$ cat src/rtl/uart_tx_frame.sv
// uart_tx_frame: byte-serial 8N1 UART transmitter, LSB first.
//
// A level start request in IDLE latches the parallel byte and sends one
// frame: start bit, NB_DATA data bits, stop time of SB_TICKS ticks.
// An internal divider produces one oversample tick every BAUD_DIV clocks.
// N_TICKS ticks make one bit.
//
// Ports:
//   i_clk       system clock
//   i_rst       synchronous reset, active-high
//   i_tx_start  level request; sampled only in IDLE
//   i_data      byte to send; latched when a start is accepted
//   o_tx        serial line, idle high
//   o_tx_done   1 while the transmitter is free (IDLE or DONE)
//   o_busy      inverse of o_tx_done
module uart_tx_frame #(
    parameter int NB_DATA  = 8,
    parameter int BAUD_DIV = 163,
    parameter int N_TICKS  = 16,
    parameter int SB_TICKS = 16
) (
    input  logic               i_clk,
    input  logic               i_rst,
    input  logic               i_tx_start,
    input  logic [NB_DATA-1:0] i_data,
    output logic               o_tx,
    output logic               o_tx_done,
    output logic               o_busy
);

    localparam int DIV_W     = (BAUD_DIV > 1) ? $clog2(BAUD_DIV) : 1;
    localparam int MAX_TICKS = (N_TICKS > SB_TICKS) ? N_TICKS : SB_TICKS;
    localparam int TCK_W     = (MAX_TICKS > 1) ? $clog2(MAX_TICKS) : 1;
    localparam int BIT_W     = (NB_DATA > 1) ? $clog2(NB_DATA) : 1;

    localparam logic [DIV_W-1:0] DIV_LAST = DIV_W'(BAUD_DIV - 1);
    localparam logic [TCK_W-1:0] BIT_TLAST = TCK_W'(N_TICKS - 1);
    localparam logic [TCK_W-1:0] STP_TLAST = TCK_W'(SB_TICKS - 1);
    localparam logic [BIT_W-1:0] BIT_LAST  = BIT_W'(NB_DATA - 1);

    typedef enum logic [2:0] {
        S_IDLE  = 3'd0,
        S_START = 3'd1,
        S_DATA  = 3'd2,
        S_STOP  = 3'd3,
        S_DONE  = 3'd4
    } state_t;

    state_t             r_state;
    logic [DIV_W-1:0]   r_div;
    logic [TCK_W-1:0]   r_tck;
    logic [BIT_W-1:0]   r_bit;
    logic [NB_DATA-1:0] r_shreg;
    logic               r_tx;
    logic               r_tx_done;
    logic               r_busy;

    logic               w_tick;
    logic [NB_DATA-1:0] w_shreg_next;

    // The divider is held at zero while free, so the first tick of a frame
    // lands exactly BAUD_DIV clocks after the accept edge.
    assign w_tick       = (r_div == DIV_LAST) && (r_state != S_IDLE) && (r_state != S_DONE);
    assign w_shreg_next = r_shreg >> 1;

    assign o_tx      = r_tx;
    assign o_tx_done = r_tx_done;
    assign o_busy    = r_busy;

    // Frame FSM with tick divider, tick/bit counters and registered outputs.
    always_ff @(posedge i_clk) begin
        if (i_rst) begin
            r_state   <= S_IDLE;
            r_div     <= '0;
            r_tck     <= '0;
            r_bit     <= '0;
            r_shreg   <= '0;
            r_tx      <= 1'b1;
            r_tx_done <= 1'b1;
            r_busy    <= 1'b0;
        end else begin
            if ((r_state == S_IDLE) || (r_state == S_DONE) || w_tick) begin
                r_div <= '0;
            end else begin
                r_div <= r_div + 1'b1;
            end

            case (r_state)
                S_IDLE: begin
                    r_tx      <= 1'b1;
                    r_tx_done <= 1'b1;
                    r_busy    <= 1'b0;
                    if (i_tx_start) begin
                        r_shreg   <= i_data;
                        r_tck     <= '0;
                        r_bit     <= '0;
                        r_tx      <= 1'b0;
                        r_tx_done <= 1'b0;
                        r_busy    <= 1'b1;
                        r_state   <= S_START;
                    end else begin
                        r_state <= S_IDLE;
                    end
                end
                S_START: begin
                    if (w_tick) begin
                        if (r_tck == BIT_TLAST) begin
                            r_tck   <= '0;
                            r_tx    <= r_shreg[0];
                            r_state <= S_DATA;
                        end else begin
                            r_tck <= r_tck + 1'b1;
                        end
                    end else begin
                        r_tck <= r_tck;
                    end
                end
                S_DATA: begin
                    if (w_tick) begin
                        if (r_tck == BIT_TLAST) begin
                            r_tck   <= '0;
                            r_shreg <= w_shreg_next;
                            if (r_bit == BIT_LAST) begin
                                r_tx    <= 1'b1;
                                r_state <= S_STOP;
                            end else begin
                                // Drive the bit that becomes the LSB after this shift.
                                r_bit <= r_bit + 1'b1;
                                r_tx  <= w_shreg_next[0];
                            end
                        end else begin
                            r_tck <= r_tck + 1'b1;
                        end
                    end else begin
                        r_tck <= r_tck;
                    end
                end
                S_STOP: begin
                    r_tx <= 1'b1;
                    if (w_tick) begin
                        if (r_tck == STP_TLAST) begin
                            r_tck     <= '0;
                            r_tx_done <= 1'b1;
                            r_busy    <= 1'b0;
                            r_state   <= S_DONE;
                        end else begin
                            r_tck <= r_tck + 1'b1;
                        end
                    end else begin
                        r_tck <= r_tck;
                    end
                end
                S_DONE: begin
                    // One free cycle so the requester can present its next
                    // byte before the start request is sampled again.
                    r_tx      <= 1'b1;
                    r_tx_done <= 1'b1;
                    r_busy    <= 1'b0;
                    r_state   <= S_IDLE;
                end
                default: begin
                    r_tx      <= 1'b1;
                    r_tx_done <= 1'b1;
                    r_busy    <= 1'b0;
                    r_state   <= S_IDLE;
                end
            endcase
        end
    end

endmodule

$ cat config.mk
export PLATFORM = sky130hd
export DESIGN_NAME = uart_tx_frame
export DESIGN_NICKNAME = d
export VERILOG_FILES = /design/src/rtl/uart_tx_frame.sv
export SDC_FILE = /design/constraint.sdc
export NUM_CORES = 1
export LEC_CHECK = 0
export CELL_PAD_IN_SITES_DETAIL_PLACEMENT = 0
export CELL_PAD_IN_SITES_GLOBAL_PLACEMENT = 1
export CORE_UTILIZATION = 45
export DETAILED_ROUTE_END_ITERATION = 6
export GPL_TIMING_DRIVEN = 0
export PLACE_DENSITY = 0.87
export SETUP_SLACK_MARGIN = 0.1
export SLEW_MARGIN = 30
export SYNTH_ARGS = -nofsm -noshare
export SYNTH_HDL_FRONTEND = slang
export SYNTH_SLANG_ARGS = --single-unit
$ cat constraint.sdc
create_clock -name i_clk -period 5.06 [get_ports i_clk]
set_clock_uncertainty 0.2 [all_clocks]
set_input_delay 1.012 -clock i_clk [delete_from_list [all_inputs] [get_ports i_clk]]
set_output_delay 1.012 -clock i_clk [all_outputs]
set_load 0.02 [all_outputs]
=== Word level (Yosys, flattened, before mapping) ===
Index checks and enable logic that the tools add are counted.

* Input bits: 11
* Logic and storage cells: 83
* Output and inout port bits: 3
* Register bits after elaboration: 29

* Reduce and logical (&&, ||, !) cells: 17
* Multiplexer cells: 36
* Bitwise operators: 1
* Add/sub/neg operators: 3
* Equality and inequality tests: 18

{| class="wikitable"
|+ Operators by type and width
! cell !! number
|-
| $mux W3 || 11
|-
| $mux W8 || 3
|-
| $ne A2 B2 Y1 const B || 9
|-
| $pmux W8 S2 || 1
|-
| $mux W1 || 12
|-
| $mux W4 || 3
|-
| $pmux W3 S4 || 1
|-
| $pmux W1 S3 || 3
|-
| $add A8 B1 Y8 const B || 1
|-
| $eq A8 B8 Y1 const B || 1
|-
| $pmux W4 S2 || 1
|-
| $reduce_and A4 Y1 || 2
|-
| $reduce_and A7 Y1 || 1
|-
| $eq A3 B2 Y1 const B || 2
|-
| $eq A3 B3 Y1 const B || 2
|-
| $pmux W3 S2 || 1
|-
| $reduce_and A3 Y1 || 2
|-
| $reduce_and A5 Y1 || 1
|-
| $add A4 B1 Y4 const B || 1
|-
| $eq A4 B4 Y1 const B || 1
|-
| $reduce_bool A2 Y1 || 2
|-
| $reduce_or A2 Y1 || 2
|-
| $add A3 B1 Y3 const B || 1
|-
| $eq A3 B1 Y1 const B || 1
|-
| 8 further kinds || 10
|}

=== Logic depth before layout (Yosys ltp) ===
Gate-level depths: netlist of the first run.

* Word-level depth: 5
* Gate-level depth with buffers: 8
* Mapped depth without buffers: 6

=== Worst setup path before layout of the first run ===
No wires, ideal clock.

* Path kind: in2reg
* Start: input i_tx_start
* End: register r_bit[1]
* Required time: 4.743 ns
* Buffers on the path: 0
* Data arrival time: 1.870 ns
* Path slack: 2.874 ns
* Library setup time: 0.117 ns
* Stages: 4
* Cells stage by stage: nor2_1 > a2111oi_0 > a21oi_1 > a22o_1

* Cells in the longest elaborated chain, start to end: 2

{| class="wikitable"
|+ Ends and longest elaborated chain
! item !! RTL line !! text
|-
| start: declaration || 24 || <nowiki>input logic i_tx_start,</nowiki>
|-
| $ne A2 B2 Y1 (no line) || - ||
|-
| $reduce_and A5 Y1 (no line) || - ||
|-
| end signal: assignment || 128 || <nowiki>r_bit <= r_bit + 1'b1;</nowiki>
|-
| end: declaration || 52 || <nowiki>logic [BIT_W-1:0] r_bit;</nowiki>
|}

No other way between the ends.
A chain may end at the register's enable or synchronous reset.

=== Worst setup path after layout of the first run ===
Ends and elaborated chain as after synthesis.

==> results of run 1 <==
[cell usage after synthesis, types with 3 or more instances]
library cell and number:
nand4_1 3, xor2_1 6, inv_1 9, nor2_1 15, dfxtp_1 29, and2_0 5
a311oi_1 8, nand3_1 14, ha_1 5, a21oi_1 8, buf_6 3, o31ai_1 3
nand2_1 4, a221oi_1 7, nor4_1 4, and3_1 3
[how the worst max path moves through the flow]
stage / from / to / slack (ns) / depth (start not counted)
final: i_tx_start / r_bit[1] / 2.43 / 5
after global routing: i_tx_start / r_bit[1] / 2.26 / 5
after CTS: i_tx_start / r_bit[1] / 2.43 / 5
after detailed placement: i_tx_start / r_tck[3] / 2.09 / 5
after global placement: i_tx_start / r_tck[3] / 2.11 / 5
after floorplan: i_tx_start / r_bit[1] / 2.87 / 4
[per-layer routing]
layer  wire, microns  GRT usage, %  vias to the layer above
li1                -             -                      652
met5               0             0                        -
met1            1540          24.4                      634
met3             135          4.76                        9
met4              65          7.97                        0
met2            1510          35.0                       32
[sequential cells by signal, indices dropped and copies added, names as in the netlist]
| name | cells |
|---|---|
| r_tck | 4 |
| o_tx_done | 1 |
| r_div | 8 |
| r_shreg | 8 |
| o_tx | 1 |
| o_busy | 1 |
| r_bit | 3 |
| r_state | 3 |
[cell families after synthesis]
logic type | synth area share, %
compound gates | 19.1
xor+xnor | 4.61
fa+ha+maj | 4.12
buf+inv | 7.66
flops | 38.2
simple gates | 26.3
[report_power, final]
part	internal, W	switching, W
registers	0.000238	0.00000743
clock network	0.0000528	0.0000791
logic	0.0000264	0.0000287
total	0.000317	0.000115
[worst max-delay path, delay by kind of cell]
kind                   cells  cell delay (ns)
AND/OR/NAND/NOR            1             0.08
buffers and inverters      1             0.56
AO/OA/AOI/OAI              3             0.98
[stage by stage]
stage               hold slack (ns)  utilization (%)  power, W  setup slack [ns]  cells
finish                        0.255             56.1  0.000432              2.43    227
global route                  0.286             56.1  0.000454              2.26    227
detailed placement            0.235             54.5  0.000305              2.09    219
CTS                           0.254             56.1  0.000437              2.43    227
floorplan                     0.248                -  0.000284              2.87    162
global placement              0.234             54.5  0.000304              2.11    219
[final cells by class]
cell class / instances / area, sq um
tap: 44 / 55.1
clock inverter: 2 / 10.0
timing repair buffer: 13 / 130
clock buffer: 6 / 41.3
buffer: 9 / 82.6
inverter: 9 / 33.8
multi-input combinational: 115 / 822
fill: 302 / 1370
sequential: 29 / 581
==> results.yml, run 1 <==
outcome:
  outcome: "complete, no violations"
die:
  start_util_pct: 48.6
  fp-row-count: 20
  dieHeight_microns: 60.1
  core-area_sq_um: 3130
  io_pins: 14
  die_area_sq_um: 3610
  fp.dieW_microns: 60.1
logic_synthesis:
  yosysWarnings: 0
  ys_seq_area_share_pct: 38.2
  synth_largest_area_cell: "dfxtp_1"
  syn_avg_cell_area_sq_um: 9.38
  synthesis.nets: 178
  synth_top_area_share_pct: 38.2
  syn_area_sq_um: 1520
  syn_inst: 162
  synth_edf_count: 0
  synth-seq-cells: 29
  synthArstFlopShare_pct: 0
  synthFlopType: "dfxtp_1"
  yosys.cell_types.count: 47
  synthTopCellsByArea: "dfxtp_1 38%, a311oi_1 4.6%, nand3_1 4.6%"
final_layout:
  layout_commonest_cell: "dfxtp_1"
  layout.nets: 198
  layout-area-overhead-vs-synth_pct: 15.6
  drive_gt1_share_pct: 12.0
  fin_area_sq_um: 1760
  diodes: 0
  most-common-layout-cells: "29 x dfxtp_1, 15 x nor2_1, 14 x nand3_1, 13 x clkdlybuf4s50_1, 9 x inv_1"
grt:
  overflow: 0
  grt_max_degree: 11
  grt_pass1_wl_microns: 5480
  gr-usage-all-layers_pct: 20.4
  grt_pass1_vias: 1245
  antenna_found_initial: 0
clock_tree:
  cts_buffers: 5
  cts_tree: "done"
  ctsHoldBuffers: 0
  post_cts_buffers: 0
  root_buffer: "clkbuf_4"
  cts_buffer_depth: 2
  clock_sinks: 29
  h-tree-depth: 2
  clk_latency_ns: 0.33
  clk_pin_slew_worst_paths_ns: 0.08
  post_cts_resized: 0
critical_path:
  r2r_start: "r_bit[0]"
  end_kind: "flip-flop"
  slowest_delay_ns: 0.56
  worst_ep_required_time_ns: 5.07
  worstPathCellList: "clkdlybuf4s50_1 -> nor2_1 -> a2111oi_0 -> a21oi_1 -> a22o_1"
  path_max_fanout: 4
  critPathLaunchType: "input pin"
  worst-r2r-cell-count: 5
  ff2ff_setup_slack_ns: 2.97
  timing.rr.end: "r_bit[1]"
  crit_arrival_ns: 2.63
  crit_type: "input pin to flip-flop"
  cp_slowest_cell: "clkdlybuf4s50_1"
pwr:
  ir_drop_uv: 184
  p_leak_nw: 0.644
  power_density_nw_per_um2: 246
detailed_routing:
  antenna_left: 0
  wirelength_microns: 3250
  wl_per_cell_microns: 14.3
  via_per_inst: 5.85
  drt-initial-drc-count: 44
  vias: 1327
  drcViolationCount: 0
  dr.pass1.iters: 6
timing:
  rsz0062_at_grt: "false"
  drv_slew: 0
  maxSlewHeadroom_pct: 39.8
  fmax_ghz: 0.380
  setup_tns_ns: 0
  worstMarginPinSlew_ns: 0.891
  fin_crit_sh_pct: 52.0
  period_needed_ns: 2.63
  final-hold-violation-count: 0
  setup_viol: 0
worst_hold_path:
  hold_end: "o_tx_done"
  holdPathStages: 2
  worstHoldPathType: "flip-flop to flip-flop"
  min-delay-start: "o_tx_done"
placed_design:
  placed_cell_area_sq_um: 1700
  place.gp.congestion: 0.810
  dpl.hpwl_microns: 2300
  portBuffers: 13
flow_run:
  maxCapViolations: 0
Note: power is estimated with default switching activity, not from simulation.
==> inputs of run 2 (changes only) <==
--- a/config.mk
+++ b/config.mk
@@ -7,10 +7,10 @@
 export LEC_CHECK = 0
 export CELL_PAD_IN_SITES_DETAIL_PLACEMENT = 0
 export CELL_PAD_IN_SITES_GLOBAL_PLACEMENT = 1
-export CORE_UTILIZATION = 45
+export CORE_UTILIZATION = 39
 export DETAILED_ROUTE_END_ITERATION = 6
 export GPL_TIMING_DRIVEN = 0
-export PLACE_DENSITY = 0.87
+export PLACE_DENSITY = 0.81
 export SETUP_SLACK_MARGIN = 0.1
 export SLEW_MARGIN = 30
 export SYNTH_ARGS = -nofsm -noshare
==> constraint.sdc (replaced) <==
create_clock -name i_clk -period 2.1 [get_ports i_clk]
set_clock_uncertainty 0.2 [all_clocks]
set_input_delay 0.42 -clock i_clk [delete_from_list [all_inputs] [get_ports i_clk]]
set_output_delay 0.42 -clock i_clk [all_outputs]
set_load 0.02 [all_outputs]
==> run 2 against run 1 <==
- worst hold slack improved by 0.0030 ns
- critical path depth rose by 3
- cell area increased by 5.7%
- sequential share of layout area decreased by 1.8 points
- sequential cell count unchanged
- largest cell class unchanged
- final cell count grew 3.5%
- clock power rose to 3.4 times the previous value
- combinational power rose to 2.5 times the previous value
==> results.yml, run 2 (same netlist as run 1, synthesis figures left out) <==
outcome:
  outcome: "complete, no violations"
final_layout:
  multiInputGateArea_sq_um: 848
  diodes: 0
  layout.nets: 203
  layout-area-overhead-vs-synth_pct: 22.2
  layout_commonest_cell: "dfxtp_1"
  nFillCells: 358
  fin_area_sq_um: 1860
  drive_gt1_share_pct: 17.1
  most-common-layout-cells: "29 x dfxtp_1, 15 x nor2_1, 14 x nand3_1, 13 x clkdlybuf4s50_1, 9 x inv_1"
  seqCellArea_sq_um: 581
  top_regs: "r_div (8), r_shreg (8), r_tck (4)"
detailed_routing:
  antenna_left: 0
  vias: 1312
  wirelength_microns: 3310
  dr.pass1.iters: 4
  drt-initial-drc-count: 77
  drcViolationCount: 0
  via_per_inst: 5.58
  wl_per_cell_microns: 14.1
timing:
  maxSlewHeadroom_pct: 64.9
  fmax_ghz: 0.517
  worstMarginPinSlew_ns: 0.524
  period_needed_ns: 1.94
  drv_slew: 0
  rsz0062_at_grt: "true"
  setup_ws_ns: 0.164
  fin_crit_sh_pct: 92.2
  setup_tns_ns: 0
  final-hold-violation-count: 0
  setup_viol: 0
clock_tree:
  cts_buffer_depth: 2
  cts_buffers: 5
  h-tree-depth: 2
  clock_sinks: 29
  clk_pin_slew_worst_paths_ns: 0.06
  cts_tree: "done"
  ctsHoldBuffers: 0
  root_buffer: "clkbuf_8"
  clk_latency_ns: 0.28
placed_design:
  place.gp.congestion: 0.818
  dp_slack_ns: -0.235
  portBuffers: 13
  placed_cell_area_sq_um: 1710
  dpl.hpwl_microns: 2300
critical_path:
  crit_type: "flip-flop to flip-flop"
  worstPathCellList: "inv_1 -> ha_1 -> and4b_1 -> clkbuf_4 -> nand4_4 -> buf_6 -> a221oi_2 -> a311oi_1"
  slowest_delay_ns: 0.40
  crit_family: "flip-flops"
  path_max_fanout: 7
  critPathLaunchType: "flip-flop"
  cp_num_buf_inv: 3
  cp_slowest_cell: "dfxtp_1"
  crit_arrival_ns: 1.91
  end_kind: "flip-flop"
  worst_ep_required_time_ns: 2.07
  ff2ff_setup_slack_ns: 0.16
grt:
  overflow: 0
  grt_max_degree: 11
  gr-usage-all-layers_pct: 17.3
  antenna_found_initial: 0
  grt_pass1_vias: 1269
  grt_pass1_wl_microns: 5560
worst_hold_path:
  worstHoldPathType: "flip-flop to flip-flop"
die:
  io_pins: 14
  die_area_sq_um: 4150
  dieHeight_microns: 64.4
  fp-row-count: 22
  start_util_pct: 41.2
  fp.dieW_microns: 64.4
  core-area_sq_um: 3690
pwr:
  ir_drop_uv: 297
  power_density_nw_per_um2: 636
  p_leak_nw: 0.684
flow_run:
  maxCapViolations: 0
[run 2: worst reg2reg max path, stage by stage (launching register included)]
cell	delay [ns]
dfxtp_1	0.40
inv_1	0.06
ha_1	0.21
and4b_1	0.18
clkbuf_4	0.17
nand4_4	0.13
buf_6	0.14
a221oi_2	0.05
a311oi_1	0.29
[run 2: area by class of cell]
| cell class | count | area share, % |
|---|---|---|
| inverters | 9 | 1.82 |
| repair buffers | 18 | 8.90 |
| plain buffers | 9 | 4.38 |
| well taps | 48 | 3.24 |
| multi-input cells | 115 | 45.7 |
| clock buffers | 7 | 4.65 |
| flip-flops and latches | 29 | 31.3 |
[run 2: path summary, 6_finish.rpt]
path,from,depth (start not counted),end
worst max register to register,r_div[0],8,r_shreg[0]
worst min-delay path,o_tx_done,2,o_tx_done
worst max-delay path,r_div[0],8,r_shreg[0]
worst min register to register,o_tx_done,2,o_tx_done
[run 2: stage by stage]
step	std cells	util (%)	hold slack (ns)	total power, W
6_report	235	50.3	0.258	0.00118
5_1_grt	235	50.3	0.296	0.00123
4_1_cts	230	49.0	0.262	0.00119
3_5_place_dp	223	46.3	0.249	0.000736
3_3_place_gp	223	46.3	0.235	0.000733
2_1_floorplan	162	-	0.248	0.000684
[run 2: report_power, final]
group | switching (W) | total [W] | leakage (nW) | internal (W)
Sequential | 0.0000195 | 0.000594 | 0.237 | 0.000574
Clock | 0.000190 | 0.000449 | 0.0443 | 0.000259
Combinational | 0.0000714 | 0.000138 | 0.403 | 0.0000663
Total | 0.000281 | 0.00118 | 0.684 | 0.000900
[run 2: timing repair]
| action | in CTS | in global routing |
|---|---|---|
| resized for setup | 3 | 5 |
| buffers inserted | 0 | 4 |
| endpoints found under the setup margin | 3 | 15 |
| pin swaps | 0 | 0 |
| cloned | 0 | 1 |
[run 2: routing by layer]
metal,wire (microns),global-route usage (%)
met5,0,0
met4,74,9.44
met3,150,3.87
met2,1560,27.1
met1,1520,21.8
==> inputs of run 3 (changes only) <==
--- a/config.mk
+++ b/config.mk
@@ -7,8 +7,9 @@
 export LEC_CHECK = 0
 export CELL_PAD_IN_SITES_DETAIL_PLACEMENT = 0
 export CELL_PAD_IN_SITES_GLOBAL_PLACEMENT = 1
-export CORE_UTILIZATION = 39
+export CORE_UTILIZATION = 43
 export DETAILED_ROUTE_END_ITERATION = 6
+export DONT_BUFFER_PORTS = 1
 export GPL_TIMING_DRIVEN = 0
 export PLACE_DENSITY = 0.81
 export SETUP_SLACK_MARGIN = 0.1
==> constraint.sdc (replaced) <==
create_clock -name i_clk -period 2.1 [get_ports i_clk]
set_clock_uncertainty 0.2 [all_clocks]
set_input_delay 0.21 -clock i_clk [delete_from_list [all_inputs] [get_ports i_clk]]
set_output_delay 0.21 -clock i_clk [all_outputs]
set_load 0.02 [all_outputs]
==> run 3 against run 2 <==
- routed wire length shrank 3.7%
- cell area shrank 7.8%
- critical path depth shrank 1
- clock power shrank 24%
- register-to-register slack gained 0.04 ns
- global-route usage grew 1.4 points
- worst hold slack lost 0.24 ns
- via count shrank 3.1%
- final cell count shrank 6.4%
- sequential power grew 1%
- critical endpoint is now r_bit[1]
- highest routed layer unchanged
==> results.yml, run 3 (same netlist as run 1, synthesis figures left out) <==
detailed_routing:
  wirelength_microns: 3190
  drcViolationCount: 0
  wl_per_cell_microns: 14.5
  dr.pass1.iters: 4
  antenna_left: 0
  vias: 1271
  via_per_inst: 5.78
  drt-initial-drc-count: 57
placed_design:
  place.gp.congestion: 0.878
  placed_cell_area_sq_um: 1580
  portBuffers: 0
  dpl.hpwl_microns: 2190
  dp_slack_ns: 0.0273
pwr:
  swShare_pct: 25.9
  power_density_nw_per_um2: 614
  share_comb_of_total_power_pct: 10.1
  p_leak_nw: 0.618
  ir_drop_uv: 386
  p_int_w: 0.000779
  totalPowerFinal_w: 0.00105
  p_sw_w: 0.000272
  pwr-share-clk_pct: 32.7
  pwr-share-seq_pct: 57.2
clock_tree:
  cts_tree: "done"
  h-tree-depth: 2
  cts_buffers: 5
  clk_pin_slew_worst_paths_ns: 0.08
  cts_buffer_depth: 2
  clock_sinks: 29
  clk_latency_ns: 0.33
  root_buffer: "clkbuf_4"
final_layout:
  layout_commonest_cell: "dfxtp_1"
  nFillCells: 352
  top_regs: "r_div (8), r_shreg (8), r_tck (4)"
  diodes: 0
  layout.nets: 190
  drive_gt1_share_pct: 16.7
  layout-area-overhead-vs-synth_pct: 12.7
  fin_area_sq_um: 1710
  most-common-layout-cells: "27 x dfxtp_1, 15 x nor2_1, 14 x nand3_1, 9 x inv_1"
timing:
  maxSlewHeadroom_pct: 61.4
  final-hold-violation-count: 0
  worstMarginPinSlew_ns: 0.576
  setup_ws_ns: 0.208
  fin_crit_sh_pct: 90.1
  setup_tns_ns: 0
  setup_viol: 0
  fmax_ghz: 0.528
  drv_slew: 0
  rsz0062_at_grt: "false"
  period_needed_ns: 1.89
  timing.hold.ws_ns: 0.0174
critical_path:
  critPathLaunchType: "flip-flop"
  worst_ep_required_time_ns: 2.17
  ff2ff_setup_slack_ns: 0.21
  crit_type: "flip-flop to flip-flop"
  end_kind: "flip-flop"
  worst-r2r-cell-count: 7
  r2r_start: "r_div[0]"
  path_max_fanout: 6
  crit_arrival_ns: 1.96
  timing.rr.end: "r_bit[1]"
die:
  start_util_pct: 45.2
  core-area_sq_um: 3360
  fp.dieW_microns: 61.4
  die_area_sq_um: 3770
  fp-row-count: 21
  io_pins: 14
  dieHeight_microns: 61.4
worst_hold_path:
  worstHoldPathType: "input pin to flip-flop"
  holdPathStages: 3
  hold_end: "r_shreg[7]"
  min-delay-start: "i_tx_start"
grt:
  grt_pass1_vias: 1169
  gr-usage-all-layers_pct: 18.6
  overflow: 0
  antenna_found_initial: 0
  grt_max_degree: 11
  grt_pass1_wl_microns: 5060
outcome:
  outcome: "complete, no violations"
flow_run:
  maxCapViolations: 0
-- run 3: final cells by class --
type / count / area, sq um / area share [%]
buffer: 9 / 85.1 / 4.97
timing repair buffer: 5 / 42.5 / 2.49
clock buffer: 7 / 55.1 / 3.22
sequential: 29 / 583 / 34.1
multi-input combinational: 115 / 855 / 49.9
inverter: 9 / 33.8 / 1.97
tap: 46 / 57.6 / 3.36
-- run 3: what timing repair did --
item	4_1_cts	5_1_grt
gates resized for setup	2	7
setup endpoints to repair	5	4
gates cloned	0	1
hold buffers	3	0
hold endpoints to repair	7	0
setup buffers	1	0
pin swaps	0	1
-- run 3: worst max-delay path, stage by stage (launching register included) --
cell	delay, ns
dfxtp_2	0.35
inv_1	0.07
ha_1	0.16
and4b_1	0.19
clkbuf_4	0.18
nand3_1	0.16
nor4_1	0.34
a22o_1	0.19
-- run 3: power by group through the flow --
stage          clock [W]  combinational (W)  sequential (W)
3_3_place_gp           0          0.0000931        0.000611
3_5_place_dp           0          0.0000966        0.000611
4_1_cts         0.000352           0.000103        0.000598
5_1_grt         0.000380           0.000120        0.000603
2_1_floorplan          0          0.0000772        0.000607
6_report        0.000343           0.000107        0.000600
-- run 3: per-stage QoR --
stage	util (%)	instances
final	50.9	220
after CTS	49.9	219
after global routing	50.9	220
after detailed placement	46.9	208
after floorplan	-	162
after global placement	46.9	208
-- run 3: per-layer routing --
layer  vias up  track usage (%)  wire, microns
met5         -                0              0
met4         0             7.94             35
met3         5             5.88            136
met2        25             31.4           1570
met1       611             21.9           1450
li1        630                -              -
-- run 3: how the worst max path moves through the flow --
stage | startpoint | end | slack, ns | cells after the start
2_1_floorplan | r_bit[0] | r_bit[1] | 0.21 | 5
3_3_place_gp | r_bit[0] | r_bit[2] | 0.01 | 5
3_5_place_dp | r_bit[0] | r_bit[2] | 0.03 | 5
4_1_cts | r_bit[0] | r_bit[1] | 0.08 | 5
5_1_grt | r_div[0] | r_shreg[1] | 0.09 | 8
6_report | r_div[0] | r_bit[1] | 0.21 | 7
